$ cat config.mk
export PLATFORM = sky130hd
export DESIGN_NAME = quad_decoder_bank
export DESIGN_NICKNAME = d
export VERILOG_FILES = /design/src/rtl/qdb_pkg.sv /design/src/rtl/quad_channel.sv /design/src/rtl/quad_decoder_bank.sv
export SDC_FILE = /design/constraint.sdc
export NUM_CORES = 1
export LEC_CHECK = 0
export BUFFER_PORTS_ARGS = -buffer_cell sky130_fd_sc_hd__buf_2
export CORE_ASPECT_RATIO = 0.75
export CORE_MARGIN = 2
export CORE_UTILIZATION = 35
export CTS_CLUSTER_SIZE = 40
export DETAILED_ROUTE_END_ITERATION = 6
export GPL_ROUTABILITY_DRIVEN = 0
export PLACE_DENSITY = 0.53
export SLEW_MARGIN = 20
export SYNTH_ARGS = -nofsm -noshare
export SYNTH_HDL_FRONTEND = slang
export SYNTH_HIERARCHICAL = 1
export SYNTH_SLANG_ARGS = --single-unit
$ cat constraint.sdc
create_clock -name clk -period 3.7 [get_ports clk]
set_clock_uncertainty 0.2 [all_clocks]
set_input_delay 0.185 -clock clk [delete_from_list [all_inputs] [get_ports clk]]
set_output_delay 0.185 -clock clk [all_outputs]
set_load 0.01 [all_outputs]
$ cat src/rtl/qdb_pkg.sv
// Shared types and the Gray-step decode used by every quadrature channel.
package qdb_pkg;

    typedef enum logic [1:0] {
        STEP_NONE,
        STEP_UP,
        STEP_DOWN,
        STEP_ILLEGAL
    } step_e;

    // Position of an {A,B} sample along the forward sequence 00 -> 01 -> 11 -> 10
    function automatic logic [1:0] qdb_gray_idx(input logic [1:0] ab);
        case (ab)
            2'b00:   return 2'd0;
            2'b01:   return 2'd1;
            2'b11:   return 2'd2;
            default: return 2'd3;
        endcase
    endfunction

    function automatic step_e qdb_decode(input logic [1:0] prev, input logic [1:0] cur);
        logic [1:0] delta;
        delta = qdb_gray_idx(cur) - qdb_gray_idx(prev);
        case (delta)
            2'd0:    return STEP_NONE;
            2'd1:    return STEP_UP;
            2'd3:    return STEP_DOWN;
            default: return STEP_ILLEGAL;
        endcase
    endfunction

endpackage

$ cat src/rtl/quad_channel.sv
// One quadrature channel: synchroniser, optional glitch filter (QDB_FILTER_EN),
// 4x decode, wrapping position counter and sticky illegal-step flag.
module quad_channel
    import qdb_pkg::*;
#(
    parameter int unsigned CNT_W       = 9,
    parameter int unsigned SYNC_STAGES = 2,
    parameter int unsigned FILTER_LEN  = 4
) (
    input  logic             clk,
    input  logic             reset,
    input  logic             a,
    input  logic             b,
    input  logic             dir_inv,
    input  logic             clr,
    output logic [CNT_W-1:0] count,
    output logic             err
);

    logic [SYNC_STAGES-1:0] sync_a;
    logic [SYNC_STAGES-1:0] sync_b;
    logic [SYNC_STAGES-1:0] sync_vld;
    logic [1:0]             syn_ab;
    logic                   syn_vld;
    logic [1:0]             cur_ab;
    logic                   cur_vld;
    logic [1:0]             prev_ab;
    logic                   primed;
    step_e                  step_c;

    // sync_vld tracks which stages hold post-reset samples
    always_ff @(posedge clk) begin
        if (reset) begin
            sync_a   <= '0;
            sync_b   <= '0;
            sync_vld <= '0;
        end else begin
            sync_a   <= {sync_a[SYNC_STAGES-2:0], a};
            sync_b   <= {sync_b[SYNC_STAGES-2:0], b};
            sync_vld <= {sync_vld[SYNC_STAGES-2:0], 1'b1};
        end
    end

    assign syn_ab  = {sync_a[SYNC_STAGES-1], sync_b[SYNC_STAGES-1]};
    assign syn_vld = sync_vld[SYNC_STAGES-1];

`ifdef QDB_FILTER_EN
    localparam int unsigned FCW = $clog2(FILTER_LEN + 1);

    logic [1:0]          acc_ab;
    logic                acc_vld;
    logic [1:0][FCW-1:0] fcnt;

    // A level is accepted once it has differed for FILTER_LEN consecutive clocks
    always_ff @(posedge clk) begin
        if (reset) begin
            acc_ab  <= '0;
            acc_vld <= 1'b0;
            fcnt    <= '0;
        end else if (syn_vld) begin
            acc_vld <= 1'b1;
            if (!acc_vld) begin
                acc_ab <= syn_ab;
            end else begin
                for (int k = 0; k < 2; k++) begin
                    if (syn_ab[k] != acc_ab[k]) begin
                        if (fcnt[k] == FCW'(FILTER_LEN - 1)) begin
                            acc_ab[k] <= syn_ab[k];
                            fcnt[k]   <= '0;
                        end else begin
                            fcnt[k] <= fcnt[k] + FCW'(1);
                        end
                    end else begin
                        fcnt[k] <= '0;
                    end
                end
            end
        end
    end

    assign cur_ab  = acc_ab;
    assign cur_vld = acc_vld;
`else
    logic unused_filter_len;

    assign unused_filter_len = ^FILTER_LEN;
    assign cur_ab            = syn_ab;
    assign cur_vld           = syn_vld;
`endif

    // The first accepted sample only seeds the history, so it never counts
    always_ff @(posedge clk) begin
        if (reset) begin
            prev_ab <= '0;
            primed  <= 1'b0;
        end else if (cur_vld) begin
            prev_ab <= cur_ab;
            primed  <= 1'b1;
        end
    end

    always_comb begin
        step_c = STEP_NONE;
        if (primed) begin
            step_c = qdb_decode(prev_ab, cur_ab);
        end
    end

    always_ff @(posedge clk) begin
        if (reset || clr) begin
            count <= '0;
            err   <= 1'b0;
        end else begin
            case (step_c)
                STEP_UP:      count <= dir_inv ? count - CNT_W'(1) : count + CNT_W'(1);
                STEP_DOWN:    count <= dir_inv ? count + CNT_W'(1) : count - CNT_W'(1);
                STEP_ILLEGAL: err   <= 1'b1;
                default:      ;
            endcase
        end
    end

endmodule

$ cat src/rtl/quad_decoder_bank.sv
// Multi-channel quadrature decoder bank with coherent snapshot and registered read port.
// Optional glitch filter per input is enabled with QDB_FILTER_EN.
module quad_decoder_bank
    import qdb_pkg::*;
#(
    parameter int unsigned CHANNELS    = 4,
    parameter int unsigned CNT_W       = 9,
    parameter int unsigned OUT_W       = 8,
    parameter int unsigned SYNC_STAGES = 2,
    parameter int unsigned FILTER_LEN  = 4,
    localparam int unsigned AW         = (CHANNELS > 1) ? $clog2(CHANNELS) : 1
) (
    input  logic                clk,
    input  logic                reset,
    input  logic [CHANNELS-1:0] enc_a,
    input  logic [CHANNELS-1:0] enc_b,
    input  logic [CHANNELS-1:0] dir_inv,
    input  logic [CHANNELS-1:0] clr,
    input  logic                snap,
    input  logic                use_snap,
    input  logic [AW-1:0]       rd_addr,
    output logic [OUT_W-1:0]    rd_data,
    output logic [CHANNELS-1:0] err
);

    localparam int unsigned NSRC = 1 << AW;

    logic [CNT_W-1:0] live   [CHANNELS];
    logic [CNT_W-1:0] shadow [CHANNELS];
    logic [CNT_W-1:0] rd_src [NSRC];

    for (genvar i = 0; i < CHANNELS; i++) begin : g_ch
        quad_channel #(
            .CNT_W       (CNT_W),
            .SYNC_STAGES (SYNC_STAGES),
            .FILTER_LEN  (FILTER_LEN)
        ) u_ch (
            .clk     (clk),
            .reset   (reset),
            .a       (enc_a[i]),
            .b       (enc_b[i]),
            .dir_inv (dir_inv[i]),
            .clr     (clr[i]),
            .count   (live[i]),
            .err     (err[i])
        );
    end

    // Shadows take the pre-update counter values, so same-cycle steps or clears are excluded
    always_ff @(posedge clk) begin
        if (reset) begin
            for (int i = 0; i < CHANNELS; i++) begin
                shadow[i] <= '0;
            end
        end else if (snap) begin
            for (int i = 0; i < CHANNELS; i++) begin
                shadow[i] <= live[i];
            end
        end
    end

    // Addresses beyond the last channel read as zero
    for (genvar i = 0; i < NSRC; i++) begin : g_src
        if (i < CHANNELS) begin : g_used
            assign rd_src[i] = use_snap ? shadow[i] : live[i];
        end else begin : g_pad
            assign rd_src[i] = '0;
        end
    end

    always_ff @(posedge clk) begin
        if (reset) begin
            rd_data <= '0;
        end else begin
            rd_data <= rd_src[rd_addr][CNT_W-1 -: OUT_W];
        end
    end

endmodule
==> impl_metrics.ini <==
[yosys]
ys_async_sr_fraction_pct = 0
synth.most_common_cell = dfxtp_1
synth_nets = 669
ys_ff_latch = 116
synth.avg_cell_area_um2 = 10.2
synthCells = 611
synth-edff-count = 32
ys_seq_area_share_pct = 42.3
yosys.cell_types.count = 39
synth_commonest_cells = dfxtp_1, nor2_1, ha_1, nand2_1
synth_area_leaders = dfxtp_1, edfxtp_1, ha_1
syn-cell-area_um2 = 6250
synth_top_cell_by_area = dfxtp_1
yosys.area.top_type_share_pct = 26.9
yosysWarnings = 6
synthFlopType = dfxtp_1

[route]
viasPerCell = 5.08
vias = 4656
drc = 0
wire_per_inst_um = 14.7
ant_nets = 0
wirelength_um = 13400
drtIter0Drc = 265
dr.pass1.iters = 5

[outcome]
outcome = finished, final reports clean

[worst_setup_path]
end_kind = flip-flop
crit_buf_inv = 1
cpMostUsedCell = ha_1
slowest_stage = or3_1
crit_arrival_ns = 3.02
critPathRequiredTime_ns = 3.84
path_class = flip-flop to flip-flop
crit_path_max_fanout = 11
cp-start-kind = flip-flop
crit_path_cell_trace = inv_1 -> ha_1 -> ha_1 -> xnor2_1 -> ha_1 -> o21a_1 -> or3_1 -> a21oi_2 -> mux2i_1
critPathTopFamily = adder cells
slowest_delay_ns = 0.43

[global_routing]
met3_usage_pct = 4.62
globalRoute.totalOverflow = 0
grt_pass1_vias = 4418
use_met2_pct = 21.5
antenna_found_initial = 0
gr-usage-met1_pct = 22.1
grt_pass1_wl_um = 22600
grt.busiest_layer = met1
grt_max_degree = 38
grtUsageTotal_pct = 15.3

[finish]
fin_nets = 719
num_antenna_cells = 0
drive_gt1_share_pct = 15.4
nFillCells = 1706
areaGrowthSynthToFinish_pct = 17.0

[floorplan]
coreArea_um2 = 17600
fp.dieW_um = 158
start_util_pct = 35.6
io_pins = 34
die-area_um2 = 19000
dieHeight_um = 120
rows = 42

[timing]
min_period_ns = 2.87
fin_tns_setup_ns = 0
setup_violations = 0
slew_violations = 0
max_clock_freq_mhz = 348
hold_viol_final = 0
hold_ws_ns = 0.0250
rsz0062_at_grt = false
post-route-period-util_pct = 77.6
tightestPinTransition_ns = 0.959
max-slew-margin-rel_pct = 35.8

[clock_network]
holdBufCountCts = 13
path_clk_slew_ns = 0.06
h-tree-depth = 4
cts_resized = 0
cts_buffers = 17
cts_setup_buffers = 0
root_buffer = clkbuf_16
max-clock-path-buffers = 2
tritoncts = done
clk_latency_ns = 0.42
clock_sinks = 116

[worst_hold_path]
hp-class = input pin to flip-flop

[placement]
dp_hpwl_um = 9460
port_buffers = 33

[job]
max-cap-violations = 0

[power_and_ir_drop]
vdd_drop_max_mv = 0.249
power_density_nw_per_um2 = 433
power_leakage_nw = 2.89
worst paths after layout:
kind	from	cells past startpoint	slack [ns]	to
worst max-delay path	g_ch[2].u_ch/sync_b[1]$_SDFF_PP0_	9	0.83	g_ch[2].u_ch/count[8]$_SDFFE_PP0P_
worst min-delay path	use_snap	3	0.03	rd_data[0]$_SDFF_PP0_
worst max register to register	g_ch[2].u_ch/sync_b[1]$_SDFF_PP0_	9	0.83	g_ch[2].u_ch/count[8]$_SDFFE_PP0P_
worst min register to register	g_ch[1].u_ch/sync_vld[0]$_DFF_P_	1	0.23	g_ch[1].u_ch/sync_vld[1]$_SDFF_PP0_
registers in the layout, summed over array words and instances (netlist names):
name                cells
g_ch.u_ch/primed        4
g_ch.u_ch/prev_ab       8
g_ch.u_ch/sync_vld      8
g_ch.u_ch/count        36
g_ch.u_ch/sync_a        8
rd_data                 8
shadow                 32
g_ch.u_ch/err           4
g_ch.u_ch/sync_b        8
cells in the final DEF (no fill, tap or decap), types with 5 or more instances in the layout:
cell type	count
inv_1	32
and2_1	32
xnor2_1	8
buf_2	33
o21ai_1	24
clkbuf_16	19
o21ai_2	8
nor2b_1	20
mux2i_1	32
a21oi_1	24
or2_2	5
nor3_1	24
buf_4	6
nand4_1	16
o21a_1	12
nand2_1	36
mux4_1	8
mux4_2	8
ha_1	36
nor2_1	44
or3_1	28
nand3_1	24
dfxtp_1	84
dlygate4sd3_1	13
edfxtp_1	32
layout make-up:
cell class,count,area (um^2),area share [%]
clock buffers,21,493,6.74
clock inverters,11,70.1,0.958
inverters,32,120,1.64
multi-input cells,442,3350,45.8
flip-flops and latches,116,2640,36.1
well taps,242,303,4.14
repair buffers,52,340,4.65
metal layers:
metal | wire length, um | vias up
met3 | 732 | 13
li1 | - | 2346
met5 | 0 | -
met4 | 165 | 0
met1 | 6920 | 2155
met2 | 5630 | 142
tightest hold or removal path: stages:
cell,delay [ns]
buf_2,0.20
mux2i_1,0.15
nor2_1,0.07
power breakdown:
part	internal [W]	switching, W
Clock	0.000950	0.000589
Combinational	0.000115	0.000146
Sequential	0.00134	0.0000257
cells by family after synthesis:
kind of cell | share of synthesized area, %
DFF | 42.3
muxes | 11.4
AOI/OAI and AO/OA | 11.5
adders and majority gates | 7.20
buffers and inverters | 4.22
xor gates and xnor gates | 1.12
and+or+nand+nor | 22.3
metrics by stage:
step	instance area, um^2	total power (W)	instances	util, %	worst slack, ns
after global placement	6620	0.00164	871	37.7	0.961
after CTS	7320	0.00322	916	41.7	0.837
after floorplan	6250	0.00159	611	-	1.07
final	7320	0.00317	916	41.7	0.830
after detailed placement	6620	0.00165	871	37.7	0.858
after global routing	7320	0.00330	916	41.7	0.657
Note: power is estimated with default switching activity, not from simulation.
